`src/rtl/ysyx_23060203_axi_rd_arb.sv`:
```
// ysyx_23060203_axi_rd_arb
// Round-robin 2:1 arbiter for the AXI4 read channels of the IFU (master 0) and
// LSU (master 1) onto a single read slave. Only one read is in flight at a time;
// the grant is taken in IDLE and held until the last data beat is accepted.
module ysyx_23060203_axi_rd_arb #(
   parameter int ADDR_W = 32,
   parameter int DATA_W = 32,
   parameter int ID_W   = 4
) (
   input  logic              clock,
   input  logic              reset,
   // master 0 (IFU)
   input  logic              m0_arvalid,
   output logic              m0_arready,
   input  logic [ADDR_W-1:0] m0_araddr,
   input  logic [ID_W-1:0]   m0_arid,
   input  logic [7:0]        m0_arlen,
   input  logic [2:0]        m0_arsize,
   input  logic [1:0]        m0_arburst,
   output logic              m0_rvalid,
   input  logic              m0_rready,
   output logic [DATA_W-1:0] m0_rdata,
   output logic [1:0]        m0_rresp,
   output logic              m0_rlast,
   output logic [ID_W-1:0]   m0_rid,
   // master 1 (LSU)
   input  logic              m1_arvalid,
   output logic              m1_arready,
   input  logic [ADDR_W-1:0] m1_araddr,
   input  logic [ID_W-1:0]   m1_arid,
   input  logic [7:0]        m1_arlen,
   input  logic [2:0]        m1_arsize,
   input  logic [1:0]        m1_arburst,
   output logic              m1_rvalid,
   input  logic              m1_rready,
   output logic [DATA_W-1:0] m1_rdata,
   output logic [1:0]        m1_rresp,
   output logic              m1_rlast,
   output logic [ID_W-1:0]   m1_rid,
   // shared slave
   output logic              s_arvalid,
   input  logic              s_arready,
   output logic [ADDR_W-1:0] s_araddr,
   output logic [ID_W-1:0]   s_arid,
   output logic [7:0]        s_arlen,
   output logic [2:0]        s_arsize,
   output logic [1:0]        s_arburst,
   input  logic              s_rvalid,
   output logic              s_rready,
   input  logic [DATA_W-1:0] s_rdata,
   input  logic [1:0]        s_rresp,
   input  logic              s_rlast,
   input  logic [ID_W-1:0]   s_rid
);

   typedef enum logic [1:0] {
      IDLE = 2'd0,
      ADDR = 2'd1,
      DATA = 2'd2
   } state_t;

   state_t state_reg, state_next;
   logic   sel_reg,   sel_next;    // currently granted master
   logic   last_reg,  last_next;   // master whose address was last accepted

   // State, grant and round-robin history registers
   always_ff @(posedge clock) begin
      if (reset) begin
         state_reg <= IDLE;
         sel_reg   <= 1'b0;
         last_reg  <= 1'b1;        // so master 0 wins the first tie
      end else begin
         state_reg <= state_next;
         sel_reg   <= sel_next;
         last_reg  <= last_next;
      end
   end

   // Next-state logic: grant in IDLE, wait for AR handshake, then for the last beat
   always_comb begin
      state_next = state_reg;
      sel_next   = sel_reg;
      last_next  = last_reg;
      case (state_reg)
         IDLE: begin
            if (m0_arvalid || m1_arvalid) begin
               state_next = ADDR;
               // on a tie, serve whoever did not get the previous grant
               sel_next   = (m0_arvalid && m1_arvalid) ? ~last_reg : m1_arvalid;
            end
         end
         ADDR: begin
            if (s_arvalid && s_arready) begin
               state_next = DATA;
               last_next  = sel_reg;
            end
         end
         DATA: begin
            if (s_rvalid && s_rready && s_rlast) begin
               state_next = IDLE;
            end
         end
         default: begin
            state_next = IDLE;
         end
      endcase
   end

   // Channel steering: only the granted master sees the slave, everything else reads 0
   always_comb begin
      s_arvalid  = 1'b0;
      s_araddr   = '0;
      s_arid     = '0;
      s_arlen    = '0;
      s_arsize   = '0;
      s_arburst  = '0;
      s_rready   = 1'b0;
      m0_arready = 1'b0;
      m1_arready = 1'b0;
      m0_rvalid  = 1'b0;
      m0_rdata   = '0;
      m0_rresp   = '0;
      m0_rlast   = 1'b0;
      m0_rid     = '0;
      m1_rvalid  = 1'b0;
      m1_rdata   = '0;
      m1_rresp   = '0;
      m1_rlast   = 1'b0;
      m1_rid     = '0;
      case (state_reg)
         ADDR: begin
            if (!sel_reg) begin
               s_arvalid  = m0_arvalid;
               s_araddr   = m0_araddr;
               s_arid     = m0_arid;
               s_arlen    = m0_arlen;
               s_arsize   = m0_arsize;
               s_arburst  = m0_arburst;
               m0_arready = s_arready;
            end else begin
               s_arvalid  = m1_arvalid;
               s_araddr   = m1_araddr;
               s_arid     = m1_arid;
               s_arlen    = m1_arlen;
               s_arsize   = m1_arsize;
               s_arburst  = m1_arburst;
               m1_arready = s_arready;
            end
         end
         DATA: begin
            // slave rvalid is only honoured here, so an always-valid CLINT never leaks
            if (!sel_reg) begin
               m0_rvalid = s_rvalid;
               m0_rdata  = s_rdata;
               m0_rresp  = s_rresp;
               m0_rlast  = s_rlast;
               m0_rid    = s_rid;
               s_rready  = m0_rready;
            end else begin
               m1_rvalid = s_rvalid;
               m1_rdata  = s_rdata;
               m1_rresp  = s_rresp;
               m1_rlast  = s_rlast;
               m1_rid    = s_rid;
               s_rready  = m1_rready;
            end
         end
         default: begin
         end
      endcase
   end

endmodule

```
`config.mk`:
```
export PLATFORM = sky130hd
export DESIGN_NAME = ysyx_23060203_axi_rd_arb
export DESIGN_NICKNAME = d
export VERILOG_FILES = /design/src/rtl/ysyx_23060203_axi_rd_arb.sv
export SDC_FILE = /design/constraint.sdc
export NUM_CORES = 1
export LEC_CHECK = 0
export BUFFER_PORTS_ARGS = -buffer_cell sky130_fd_sc_hd__buf_4
export CORE_AREA = 2 2 107 109
export CTS_CLUSTER_SIZE = 40
export DETAILED_ROUTE_END_ITERATION = 10
export DIE_AREA = 0 0 109 111
export PLACE_DENSITY = 0.57
export SLEW_MARGIN = 20
export SYNTH_ARGS = -nofsm -noshare
export SYNTH_HDL_FRONTEND = slang
export SYNTH_SLANG_ARGS = --single-unit
```
`constraint.sdc`:
```
create_clock -name clock -period 2.3 [get_ports clock]
set_input_delay 0.46 -clock clock [delete_from_list [all_inputs] [get_ports clock]]
set_output_delay 0.46 -clock clock [all_outputs]
set_load 0.05 [all_outputs]
```
==> results of run 1 <==
==> cell type report <==
class / instances / share of cell area [%]
multi-input cells: 204 / 35.2
clock buffers: 4 / 2.07
flip-flops and latches: 4 / 2.20
inverters: 1 / 0.0987
well taps: 143 / 4.70
repair buffers: 281 / 55.8
==> where the power goes <==
part	leakage (nW)	switching [W]	internal [W]
Sequential	0.0336	0.00000699	0.0000749
Combinational	1.94	0.000540	0.000365
Clock	0.0382	0.0000524	0.000229
==> worst reg2reg max path, delay by kind of cell, from the launching register on <==
| kind | cells | cell delay [ps] |
|---|---|---|
| mux | 1 | 350 |
| simple gates | 2 | 350 |
| flops | 1 | 380 |
| buf+inv | 1 | 300 |
==> per-layer routing <==
| layer | track usage (%) | up-vias | share of wire [%] |
|---|---|---|---|
| met3 | 2.94 | 6 | 11 |
| met1 | 11.4 | 1067 | 33 |
| met4 | 2.99 | 0 | 1.0 |
| met5 | 0 | - | 0 |
| met2 | 22.9 | 152 | 55 |
| li1 | - | 1262 | - |
==> worst min-delay path by stage <==
stage                            start           end  slack (ps)
after floorplan           state_reg[1]  state_reg[0]         460
after global placement    state_reg[1]  state_reg[0]         500
after detailed placement  state_reg[1]  state_reg[0]         500
after CTS                        reset       sel_reg         450
after global routing             reset       sel_reg         460
final                            reset       sel_reg         440
==> logic make-up after synthesis <==
logic type | after synthesis
flip-flops | 4
AND/OR/NAND/NOR | 149
AO/OA/AOI/OAI | 3
multiplexers | 52
buffers and inverters | 21
==> cells in the mapped netlist <==
cell type,count,area [sq um]
mux2i_1,51,510
inv_2,1,3.75
a21oi_1,1,5.00
clkbuf_2,4,20.0
nor2_1,57,214
nand2b_1,2,12.5
clkbuf_1,1,3.75
nor4_2,1,12.5
nand3_1,1,5.00
o32ai_1,1,8.76
nor3_1,1,5.00
or2_2,1,6.26
mux2i_2,1,13.8
dfxtp_1,4,80.1
nand3b_1,1,7.51
buf_4,5,37.5
nor2_2,3,18.8
and2_1,80,500
buf_6,1,11.3
nand2_1,2,7.51
a21o_1,1,7.51
buf_2,9,45.0
==> stage by stage <==
step / std cells / util, %
floorplan: 229 / -
global placement: 633 / 33.6
detailed placement: 633 / 33.6
CTS: 637 / 34.3
global route: 637 / 34.3
finish: 637 / 34.3
==> results.toml, run 1 <==
[logic_synthesis]
syn_inst = 229
avgSynthCellArea_sq_um = 6.71
synth_top_family_by_area = "simple AND/OR/NAND/NOR gates"
syn-cell-area_sq_um = 1540
synth_cell_type_count = 22
ys_ff_latch = 4
synth_fa_ha_area_share_pct = 0
synthMuxAreaShare_pct = 34.1
seq_area_frac_synth_pct = 5.21
synth_nets = 374
synth_compound_area_share_pct = 1.38
yosys.area_share.simple_pct = 51.4
synthXorXnorAreaFrac_pct = 0
ys_warn_count = 0

[floorplanning]
core_sq_um = 11100
die_w_um = 109
dieArea_sq_um = 12100
pin_count = 278
die_h_um = 111
start_util_pct = 13.9
num_rows = 39

[drt]
drc_errors = 0
first_iter_violations = 110
drt-total-wl_um = 7680
vias = 2487
firstDrtPassIters = 4
wl_per_cell_um = 12.1
drt.antenna.violating_nets = 0
vias_per_cell = 3.90

[sta]
hold_viol = 0
finClkSkew_ps = 5.11
rsz0062_at_grt = "no"
setup-violations-final = 0
slew_headroom_pct = 65.9
worstMarginPinSlew_ps = 511
hold_ws_ps = 444
final_max_slew_viol_count = 0
fmax_mhz = 488
period_needed_ps = 2050
tns_ps = 0
finalCritPeriodShare_pct = 89.1
worst_slack_ps = 251

[power_and_ir_drop]
total_power_w = 0.00127
peakVddDrop_v = 0.000157
leakagePower_nw = 2.01
pwr_density_cell_nw_per_um2 = 333

[final_layout]
largest_reg_flops = 2
final_layout_size_suffix_gt1_share_pct = 59.3
multi_input_area_sq_um = 1340
nets = 640
num_antenna_cells = 0
area_growth_pct = 148
final_common_cell = "buf_4"
n_fill_cell = 1158
final_area_sq_um = 3800
final_cell_mix = "280 x buf_4, 80 x and2_1, 57 x nor2_1"
seqCellArea_sq_um = 83.8

[critical_path]
startpoint_type = "flop"
cp.buffers_inverters = 2
cpMaxStageDelayCell = "dfxtp_1"
critical-path-top-delay-family = "simple AND/OR/NAND/NOR gates"
critPathMaxFanout = 40
crit_start = "state_reg[0]"
worstSetupEndpoint = "m0_rdata[14]"
cp_num_cells = 5
reg2regPathDepth = 4
reg2reg_to = "state_reg[0]"
endpoint_kind = "output pin"
rrSetupSlack_ps = 830
max_stage_delay_ps = 340
critical_path_class = "reg2out"
cp.arrival_ps = 1590
required_ps = 1840
r2r-start = "sel_reg"
path_cells = "nand2b_1 > nor2_2 > buf_4 > and2_1 > buf_4"
cpMostUsedCell = "buf_4"

[clocking]
clk_latency_ps = 230
cts_setup_buffers = 0
cts_buffers = 3
cts_sinks = 4
h-tree-depth = 1
cts_hold_repair.buffers = 0
cts_resized = 0
clockBufferDepth = 2
cts_tree = "done"
clkTransAtPathRegs_ps = 30
clock-root-buffer = "clkbuf_16"

[worst_hold_path]
whs_path_depth = 2
hp-class = "in2reg"

[grt]
gr-total-overflow = 0
grt_max_degree = 52
first_global_vias = 2363
grt_pass1_wl_um = 11200
antenna_found_initial = 0
groute.usage.overall_pct = 11.5

[placed_design]
pre_cts_ws_ps = 476
portBuffers = 277
place_area_sq_um = 3730
gp_congestion = 0.757

[flow_run]
drv_cap = 0

[status]
status = "completed"
No activity file was read; power rests on OpenSTA's default activity.
==> run 2: changes to the inputs <==
==> config.mk (replaced) <==
export PLATFORM = sky130hd
export DESIGN_NAME = ysyx_23060203_axi_rd_arb
export DESIGN_NICKNAME = d
export VERILOG_FILES = /design/src/rtl/ysyx_23060203_axi_rd_arb.sv
export SDC_FILE = /design/constraint.sdc
export NUM_CORES = 1
export LEC_CHECK = 0
export CORE_AREA = 2 2 108 110
export CTS_CLUSTER_SIZE = 40
export DETAILED_ROUTE_END_ITERATION = 10
export DIE_AREA = 0 0 110 112
export DONT_BUFFER_PORTS = 1
export PLACE_DENSITY = 0.3
export SLEW_MARGIN = 20
export SYNTH_ARGS = -nofsm -noshare
export SYNTH_HDL_FRONTEND = slang
export SYNTH_SLANG_ARGS = --single-unit
==> run 2 against run 1 <==
Clock-buffer cell count did not move; non-clock buffer count decreased by 142; maximum frequency shrank 3.9%; register-to-register slack better by 140 ps; clock power is essentially flat; final cell count decreased by 22%; core utilization is 0.88 points lower; sequential share of layout area about the same; combinational power is 17% lower; first-iteration DRC count shrank 45%; via count is 20% lower; largest cell class unchanged.
==> results.toml, run 2 (synthesis gave the netlist of run 1 again) <==
[drt]
vias_per_cell = 4.02
first_iter_violations = 60
wl_per_cell_um = 15.2
drt-total-wl_um = 7530
drc_errors = 0
drt.antenna.violating_nets = 0
vias = 1990
firstDrtPassIters = 4

[final_layout]
num_antenna_cells = 0
stdcell_count = 495
final_common_cell = "buf_12"
area_growth_pct = 143
largest_reg_flops = 2
final_layout_size_suffix_gt1_share_pct = 42.9
seqCellArea_sq_um = 83.8
multi_input_area_sq_um = 1340
n_fill_cell = 1108
final_cell_mix = "81 x buf_12, 80 x and2_1, 58 x buf_4"
nets = 498

[critical_path]
critical_path_class = "reg2out"
reg2regPathDepth = 3
reg2reg_to = "state_reg[0]"
r2r-start = "sel_reg"
cp.arrival_ps = 1670
critPathMaxFanout = 28
endpoint_kind = "output pin"
startpoint_type = "flop"
rrSetupSlack_ps = 970
required_ps = 1840

[grt]
first_global_vias = 1862
groute.usage.overall_pct = 10.9
grt_pass1_wl_um = 10400
antenna_found_initial = 0
gr-total-overflow = 0
grt_max_degree = 51

[sta]
tns_ps = 0
period_needed_ps = 2130
finClkSkew_ps = 3.09
hold_viol = 0
final_max_slew_viol_count = 0
finalCritPeriodShare_pct = 92.8
rsz0062_at_grt = "no"
slew_headroom_pct = 68.2
setup-violations-final = 0
fmax_mhz = 469
worstMarginPinSlew_ps = 477

[flow_run]
drv_cap = 0

[placed_design]
hpwlAfterDp_um = 6640
portBuffers = 0
dp_cells = 491
gp_congestion = 0.732

[worst_hold_path]
hold_start = "reset"
whs_path_depth = 1
whs_endpoint = "sel_reg"
hp-class = "in2reg"

[clocking]
cts_resized = 0
cts_tree = "done"
clockBufferDepth = 2
clkTransAtPathRegs_ps = 30
cts_hold_repair.buffers = 0
clock-root-buffer = "clkbuf_16"
clk_latency_ps = 230
h-tree-depth = 1
cts_buffers = 3
cts_setup_buffers = 0
cts_sinks = 4

[status]
status = "completed"

[floorplanning]
die_h_um = 112
core_sq_um = 11200
num_rows = 39
start_util_pct = 13.7
dieArea_sq_um = 12300
pin_count = 278
die_w_um = 110

[power_and_ir_drop]
total_power_w = 0.00112
pwr_density_cell_nw_per_um2 = 299
peakVddDrop_v = 0.000184
leakagePower_nw = 1.55
[run 2: cell types whose count changed in the layout (fill, tap and decap cells not counted)]
| cell | previous run | this run |
|---|---|---|
| buf_4 | 280 | 58 |
| buf_12 | 1 | 81 |
[run 2: power by group]
part | internal (W) | switching, W
combinational | 0.000254 | 0.000495
clock | 0.000229 | 0.0000500
sequential | 0.0000750 | 0.0000168
[run 2: worst max path at each step]
| stage | to | depth (start not counted) | slack (ps) | from |
|---|---|---|---|---|
| final | m1_rdata[2] | 5 | 170 | sel_reg |
| after global routing | m1_rid[0] | 5 | 40 | sel_reg |
| after CTS | m1_rdata[2] | 5 | 130 | sel_reg |
| after detailed placement | m1_rdata[2] | 5 | 380 | sel_reg |
| after global placement | m1_rdata[26] | 5 | 430 | sel_reg |
| after floorplan | s_araddr[0] | 4 | 440 | state_reg[1] |
[run 2: area by class of cell]
class                           instances  share of cell area [%]
Timing Repair Buffer                  139                    55.0
Multi-Input combinational cell        204                    35.8
Tap cell                              143                    4.78
Sequential cell                         4                    2.24
Clock buffer                            4                    2.11
Inverter                                1                   0.100
[run 2: critical path, stage by stage (launching register included)]
cell,delay (ps)
dfxtp_4,560
inv_2,90
nor2_2,140
buf_4,260
and2_1,230
buf_12,150
[run 2: per-layer routing]
metal	wire length [um]	GRT usage [%]	share of wire, %	vias to the layer above
met5	0	0	0	-
met4	51	2.28	0.68	0
met3	904	2.75	12	4
met1	2300	10.3	30	868
met2	4280	22.5	57	137
li1	-	-	-	981
[run 2: per-stage QoR]
| step | area [sq um] | utilization (%) | setup slack (ps) | hold slack [ps] |
|---|---|---|---|---|
| after floorplan | 1540 | - | 441 | 460 |
| after global placement | 3660 | 32.8 | 427 | 500 |
| after detailed placement | 3660 | 32.8 | 376 | 493 |
| after CTS | 3740 | 33.5 | 135 | 293 |
| after global routing | 3740 | 33.5 | 41.2 | 299 |
| final | 3740 | 33.5 | 167 | 296 |
